$ cat src/rtl/uart_rx_sampler.sv
// uart_rx_sampler: oversampling UART receiver with a synchronized rx line.
// Frame is 8N1 by default. Define UART_RX_PARITY_EN to add a parity bit
// after the data bits (captured and checked for even parity).
module uart_rx_sampler #(
  parameter int unsigned SYNC_STAGES = 2
) (
  input  logic        clk,
  input  logic        rst,
  input  logic        rx,
  input  logic [31:0] byte_rate,
  input  logic        rx_flag_clr,
  output logic [7:0]  rx_data,
  output logic        rx_valid,
  output logic        rx_flag,
  output logic        parity,
  output logic        parity_err,
  output logic        frame_err,
  output logic        overrun
);

  localparam int unsigned CNT_W  = 32;
  localparam int unsigned DATA_W = 8;
  localparam int unsigned IDX_W  = 3;
  localparam logic [CNT_W-1:0] MIN_RATE = CNT_W'(4);

  typedef enum logic [2:0] {
    ST_IDLE,
    ST_START,
    ST_DATA,
    ST_PAR,
    ST_STOP,
    ST_BRK
  } state_t;

  state_t              r_state, w_state_nxt;
  logic [SYNC_STAGES-1:0] r_sync;
  logic                r_rx_prev;
  logic                w_rx, w_fall, w_bit_mid, w_bit_end;
  logic [CNT_W-1:0]    r_cnt, w_cnt_nxt;
  logic [CNT_W-1:0]    r_bit_len, w_bit_len_nxt;
  logic [DATA_W-1:0]   r_shift, w_shift_nxt;
  logic [IDX_W-1:0]    r_bit_idx, w_bit_idx_nxt;
  logic                r_fin, w_fin_nxt;
  logic                r_stop_bit, w_stop_nxt;
`ifdef UART_RX_PARITY_EN
  logic                r_par_bit, w_par_nxt;
`endif

  // rx synchronizer; r_rx_prev resets low so a start edge needs a high sample after reset
  always_ff @(posedge clk) begin
    if (!rst) begin
      r_sync    <= '1;
      r_rx_prev <= 1'b0;
    end else begin
      r_sync    <= {r_sync[SYNC_STAGES-2:0], rx};
      r_rx_prev <= w_rx;
    end
  end

  assign w_rx      = r_sync[SYNC_STAGES-1];
  assign w_fall    = r_rx_prev & ~w_rx;
  assign w_bit_mid = (r_cnt == (r_bit_len >> 1));
  assign w_bit_end = (r_cnt == (r_bit_len - CNT_W'(1)));

  // state and frame datapath registers
  always_ff @(posedge clk) begin
    if (!rst) begin
      r_state    <= ST_IDLE;
      r_cnt      <= '0;
      r_bit_len  <= '0;
      r_shift    <= '0;
      r_bit_idx  <= '0;
      r_fin      <= 1'b0;
      r_stop_bit <= 1'b0;
`ifdef UART_RX_PARITY_EN
      r_par_bit  <= 1'b0;
`endif
    end else begin
      r_state    <= w_state_nxt;
      r_cnt      <= w_cnt_nxt;
      r_bit_len  <= w_bit_len_nxt;
      r_shift    <= w_shift_nxt;
      r_bit_idx  <= w_bit_idx_nxt;
      r_fin      <= w_fin_nxt;
      r_stop_bit <= w_stop_nxt;
`ifdef UART_RX_PARITY_EN
      r_par_bit  <= w_par_nxt;
`endif
    end
  end

  // next-state, bit timing and sampling
  always_comb begin
    w_state_nxt   = r_state;
    w_cnt_nxt     = r_cnt;
    w_bit_len_nxt = r_bit_len;
    w_shift_nxt   = r_shift;
    w_bit_idx_nxt = r_bit_idx;
    w_fin_nxt     = 1'b0;
    w_stop_nxt    = r_stop_bit;
`ifdef UART_RX_PARITY_EN
    w_par_nxt     = r_par_bit;
`endif
    unique case (r_state)
      ST_IDLE: begin
        if (w_fall && (byte_rate >= MIN_RATE)) begin
          w_bit_len_nxt = byte_rate;
          w_cnt_nxt     = '0;
          w_bit_idx_nxt = '0;
          w_state_nxt   = ST_START;
        end
      end
      ST_START: begin
        if (w_bit_mid) begin
          w_cnt_nxt   = '0;
          w_state_nxt = w_rx ? ST_IDLE : ST_DATA;
        end else begin
          w_cnt_nxt = r_cnt + CNT_W'(1);
        end
      end
      ST_DATA: begin
        if (w_bit_end) begin
          w_shift_nxt   = {w_rx, r_shift[DATA_W-1:1]};
          w_cnt_nxt     = '0;
          w_bit_idx_nxt = r_bit_idx + IDX_W'(1);
          if (r_bit_idx == IDX_W'(DATA_W - 1)) begin
`ifdef UART_RX_PARITY_EN
            w_state_nxt = ST_PAR;
`else
            w_state_nxt = ST_STOP;
`endif
          end
        end else begin
          w_cnt_nxt = r_cnt + CNT_W'(1);
        end
      end
      ST_PAR: begin
`ifdef UART_RX_PARITY_EN
        if (w_bit_end) begin
          w_par_nxt   = w_rx;
          w_cnt_nxt   = '0;
          w_state_nxt = ST_STOP;
        end else begin
          w_cnt_nxt = r_cnt + CNT_W'(1);
        end
`else
        w_state_nxt = ST_STOP;
`endif
      end
      ST_STOP: begin
        if (w_bit_end) begin
          w_fin_nxt   = 1'b1;
          w_stop_nxt  = w_rx;
          w_cnt_nxt   = '0;
          w_state_nxt = w_rx ? ST_IDLE : ST_BRK;
        end else begin
          w_cnt_nxt = r_cnt + CNT_W'(1);
        end
      end
      ST_BRK: begin
        if (w_rx) w_state_nxt = ST_IDLE;
      end
      default: w_state_nxt = ST_IDLE;
    endcase
  end

  // frame results, sticky flag and overrun, one clock after the stop sample
  always_ff @(posedge clk) begin
    if (!rst) begin
      rx_data    <= '0;
      rx_valid   <= 1'b0;
      rx_flag    <= 1'b0;
      parity     <= 1'b0;
      parity_err <= 1'b0;
      frame_err  <= 1'b0;
      overrun    <= 1'b0;
    end else begin
      rx_valid <= r_fin;
      if (r_fin) begin
        rx_data   <= r_shift;
        frame_err <= ~r_stop_bit;
`ifdef UART_RX_PARITY_EN
        parity     <= r_par_bit;
        parity_err <= ^{r_shift, r_par_bit};
`else
        parity     <= 1'b0;
        parity_err <= 1'b0;
`endif
      end
      if (r_fin)            rx_flag <= 1'b1;
      else if (rx_flag_clr) rx_flag <= 1'b0;
      if (rx_flag_clr)             overrun <= 1'b0;
      else if (r_fin && rx_flag)   overrun <= 1'b1;
    end
  end

endmodule

$ cat config.mk
export PLATFORM = sky130hd
export DESIGN_NAME = uart_rx_sampler
export DESIGN_NICKNAME = d
export VERILOG_FILES = /design/src/rtl/uart_rx_sampler.sv
export SDC_FILE = /design/constraint.sdc
export NUM_CORES = 1
export LEC_CHECK = 0
export BUFFER_PORTS_ARGS = -buffer_cell sky130_fd_sc_hd__buf_2
export CAP_MARGIN = 10
export CORE_MARGIN = 2
export CORE_UTILIZATION = 30
export DETAILED_ROUTE_END_ITERATION = 6
export SLEW_MARGIN = 40
export SYNTH_ARGS = -nofsm -noshare
export SYNTH_HDL_FRONTEND = slang
export SYNTH_SLANG_ARGS = --single-unit
$ cat constraint.sdc
create_clock -name clk -period 3 [get_ports clk]
set_clock_uncertainty 0.05 [all_clocks]
set_input_delay 0.15 -clock clk [delete_from_list [all_inputs] [get_ports clk]]
set_output_delay 0.15 -clock clk [all_outputs]
set_load 0.05 [all_outputs]
After elaboration in Yosys (flattened, before gate mapping)

Cells that the tools add are included.

Bits in registers: 95
Input port bits: 36
Output and inout port bits: 14
Logic and storage cells: 70

Add/subtract/negate cells: 3
Order comparisons: 1
Eq/ne operators: 14
Muxes and demuxes: 19
Bitwise operators: 4
Reduce and logical (&&, ||, !) cells: 15

Operators by type and width:

| kind                    | number |
|---|---|
| $mux W32                | 3 |
| $pmux W32 S3            | 1 |
| $add A32 B1 Y32 const B | 1 |
| $eq A32 B31 Y1          | 1 |
| $eq A32 B32 Y1          | 1 |
| $ge A32 B3 Y1 const B   | 1 |
| $sub A32 B1 Y32 const B | 1 |
| $mux W3                 | 9 |
| $pmux W3 S6             | 1 |
| $ne A2 B2 Y1 const B    | 6 |
| $reduce_and A2 Y1       | 5 |
| $eq A3 B3 Y1 const B    | 3 |
| $eq A3 B2 Y1 const B    | 2 |
| $pmux W3 S2             | 1 |
| $reduce_and A6 Y1       | 1 |
| $reduce_bool A2 Y1      | 2 |
| $reduce_or A2 Y1        | 2 |
| $add A3 B1 Y3 const B   | 1 |
| $eq A3 B1 Y1 const B    | 1 |
| $logic_not A3 Y1        | 1 |
| $mux W1                 | 3 |
| $not A1 Y1              | 3 |
| $reduce_and A3 Y1       | 1 |
| $reduce_bool A3 Y1      | 1 |
| 3 further kinds         | 4 |

Longest topological paths before layout

Depth in word-level cells: 5
Depth in mapped cells: 12
Depth with buffers taken out: 11

Worst setup path before layout

No wires, ideal clock.

Kind: reg-to-reg
From: register r_bit_len[2]
To: register r_cnt[24]
Setup time: 0.115 ns
Arrival time: 3.064 ns
Required time: 2.835 ns
Path slack: -0.229 ns
Stages on the path, launching flop included: 13
Path buffers: 3
Period minus slack after synthesis: 3.229 ns
Cells stage by stage: dfxtp_1 -> buf_6 -> or4_1 -> clkbuf_1 -> or4_4 -> mux2_4 -> nor4_2 -> nand4b_1 -> nor4_2 -> o21bai_2 -> o21ai_4 -> buf_6 -> nor2_1

Cells in the longest elaborated chain, start to end: 4
Elaborated cells on any way between the ends: 6
Those cells by class: add/sub: 1; eq/ne: 2; mux: 3

RTL lines:

| element                | line     | RTL |
|---|---|---|
| start, declared        | 40       | `logic [CNT_W-1:0] r_bit_len, w_bit_len_nxt;` |
| start signal, assigned | 81       | `r_bit_len <= w_bit_len_nxt;` |
| $sub A32 B1 Y32        | 63       | `assign w_bit_end = (r_cnt == (r_bit_len - CNT_W'(1)));` |
| $eq A32 B32 Y1         | 63       |  |
| $mux W32               | 122, 151 |  |
| $pmux W32 S3 (*)       | 104      | `unique case (r_state)` |
| end signal, assigned   | 80       | `r_cnt <= w_cnt_nxt;` |
| end, declared          | 39       | `logic [CNT_W-1:0] r_cnt, w_cnt_nxt;` |

Every way passes the cells marked *; elsewhere a longest branch is shown, timed or not.
A chain may end at the register's enable or synchronous reset.

Final worst setup path

From: register r_bit_len[0]
To: register r_cnt[9]

Cells in the longest elaborated chain, start to end: 4

RTL lines:

| element         | line |
|---|---|
| $sub A32 B1 Y32 | 63 |
| $eq A32 B32 Y1  | 63 |
| $mux W32        | 122, 151 |
| $pmux W32 S3    | 104 |

Every way passes these cells.

==> results.md <==
- Register area: approximately 0.0019 mm^2
- RSZ-0062 raised after global routing: yes
- Largest net degree at the start of global routing: 39
- Clk buf depth: 2
- Startpoint Class: register
- Post-synth top area share: roughly 33%
- Asr flop ratio synth: 0%
- CP max stage cell: dfxtp_4
- WS Path Type: reg -> reg
- Nets: 894
- Final-layout fill cell count: a little under 2,000
- DRC: 0
- Most frequent cells in the layout: 105 x buf_4, 92 x dfxtp_1, 87 x nor2_1, 55 x mux2i_1, 52 x nand2_1
- Power density over the cells: 386 mW/mm^2
- Period minus WS final: 3250 ps
- Synth warn: 0
- GP Congestion: 0.983
- DIE WIDTH: 143 um
- Vias in the first global route: 5,380
- Core area: 0.0189 mm^2
- CTS root buffer: clkbuf_16
- Failing checks: setup timing
- Starting Density: 30.9%
- Max Freq: 308 MHz
- Detailed placement HPWL: 13.2 mm
- H-Tree Depth: 3
- Sequential share of the synthesized area: around a third
- Req. time, crit path: 3210 ps
- Clock sink total: 95
- DRT iter0 DRCs: about 420
- Total gr overflow: 0
- Multi-input logic area: around 0.004 mm^2
- Worst-Margin Slew: 660 ps
- Status: finished, violations left
- Pre-antenna DRT Iters: 7
- Most common cell after layout, fill and taps aside: buf_4
- Via count: ~5,700
- Setup violators final: 45
- Top post-synthesis cells by area: dfxtp_1 33%, mux2i_1 9.4%, xor2_1 7.7%
- Crit-path cells: nor4_2 -> buf_4 -> nand4_1 -> buf_4 -> or3_4 -> a32oi_2 -> nand4b_1 -> buf_4 -> nor4_4 -> o21bai_4 -> o21ai_4 -> clkbuf_16 -> nor2_1
- # Max-Cap Violations: 0
- Area Overhead vs Synth: 35.5%
- Antenna-violating nets left: 0
- Via density: 5.11
- Average size of a mapped cell: just over 8 um^2
- Setup TNS: -6260 ps
- N_diodes: 0
- Post-synth EDFFs: 0
- WL per Instance: 16.1 um
- Die ar.: roughly 0.02 mm^2
- CTS clock-pin slew for the worst setup and hold paths: about 80 ps
- Setup slack after layout: -249 ps
- Placement row count: 50
- Fin. Hold Viols: 0
- Yosys top cell by area: dfxtp_1
- I/O Pins: 50
- Most common flop cell mapped by yosys: dfxtp_1
- Pre-CTS setup slack: -294 ps
- Worst Hold Class: in -> reg
- Cells after synthesis: roughly 720
- Most used cell, CP: buf_4
- Post-synth cell types: between 60 and 70
- Final Max Tran Viols: 0
- Relative slew slack: between 50% and 60%
- Total Power Consumption: between 3 and 4 mW
- TritonCTS clock tree: done
- Peak VDD IR: around 0.3 mV
- Initial antenna violation count: 0
- Max incr delay on CP: 370 ps
- Total Routing Usage GR: between 15 and 20%
- Final period utilization: 108%
- Total CTS buffers: 9
- Die span in y: around 140 um
- Setup crit end kind: register
- Clk_lat worst skew: roughly 360 ps
- Crit path max fanout: 9
- Final WL: 18.1 mm
- Leak: 3.53 nW
- Flop and latch count out of synthesis: 95
- First-pass GRT wire length: approximately 28 mm
- I/O Buffers: 47
- Layout cell share with drive strength beyond 1: 27.6%
- Worst EP arrival: 3460 ps
- Mapped Area: 0.00583 mm^2
logic make-up (layout without fill, tap and decap cells):
group	after synthesis	count (layout)	share of synthesized area [%]
AND/OR/NAND/NOR	325	325	29.4
flip-flops	95	95	32.6
AO/OA/AOI/OAI	86	86	9.76
XOR/XNOR	81	81	12.2
buffers and inverters	76	210	5.45
multiplexers	56	56	9.70
adder cells (fa/ha/maj)	4	4	0.858
other	1	2	0.0643
layer usage:
layer | global-route usage, % | routed length (um) | vias to the layer above
met5 | 0 | 0 | -
met4 | 4.90 | 272 | 0
met3 | 4.13 | 991 | 23
met2 | 28.4 | 8230 | 160
met1 | 23.9 | 8570 | 2720
li1 | - | - | 2818
worst max-delay path, delay by kind of cell, from the launching register on:
kind,cells,cell delay [ps]
buf+inv,4,750
flops,1,370
compound gates,3,660
simple gates,6,1300
cell type report:
cell class | instances | share of cell area (%)
inverters | 11 | 0.586
repair buffers | 183 | 17.8
clock inverters | 7 | 1.09
multi-input cells | 554 | 49.4
clock buffers | 9 | 2.85
well taps | 260 | 4.12
flip-flops and latches | 95 | 24.2
path summary, 6_finish.rpt:
kind / slack [ps] / from / endpoint / cells past startpoint
max: -250 / r_bit_len[0] / r_cnt[9] / 13
min: 6 / byte_rate[8] / r_bit_len[8] / 3
max reg2reg: -250 / r_bit_len[0] / r_cnt[9] / 13
min reg2reg: 360 / r_sync[0] / r_sync[1] / 1
sequential cells by signal, indices dropped and copies added, names as in the netlist:
register	count
rx_data	8
r_sync	2
rx_flag	1
r_stop_bit	1
r_bit_idx	3
r_rx_prev	1
frame_err	1
rx_valid	1
r_state	3
r_cnt	32
r_shift	8
overrun	1
r_bit_len	32
r_fin	1
power by group:
| group | switching (mW) | total (mW) | internal, mW |
|---|---|---|---|
| Clock | 0.603 | 1.20 | 0.598 |
| Sequential | 0.0110 | 1.28 | 1.27 |
| Combinational | 0.296 | 0.570 | 0.275 |
| Total | 0.910 | 3.05 | 2.14 |
through the flow:
stage	utilization (%)	instance area, um^2	std cells	hold WS, ps
after CTS	40.3	7610	1112	2.47
after floorplan	-	5840	725	179
after global placement	36.6	6910	1067	281
after detailed placement	36.6	6910	1067	285
final	41.8	7900	1119	6.08
after global routing	41.8	7900	1119	20.2
timing repair:
item                                   4_1_cts  5_1_grt
gates cloned                                 0        2
endpoints found under the hold margin       23        0
buffers inserted                             6        6
setup endpoints to repair                   43       48
resized for setup                           22       53
pin swaps                                    7       25
hold buffers                                23        0
cell usage after synthesis, drive strengths merged (2+ instances only):
master and number:
nor2 98, dfxtp 95, mux2i 55, nand2 54
clkbuf 52, xor2 51, nor4 34, xnor2 30
nand3 26, nor3 24, a21oi 21, nand4 19
o21ai 19, buf 13, inv 11, nand2b 11
or3 10, or4 9, a31oi 7, and3 7
a21o 6, and4 6, nand3b 6, a211oi 5
nor4b 5, and2 4, ha 4, o21a 4
a22o 3, nand4b 3, nor2b 3, nor3b 3
o22ai 3, o31ai 3, o31a 2
Note: power is estimated with default switching activity, not from simulation.
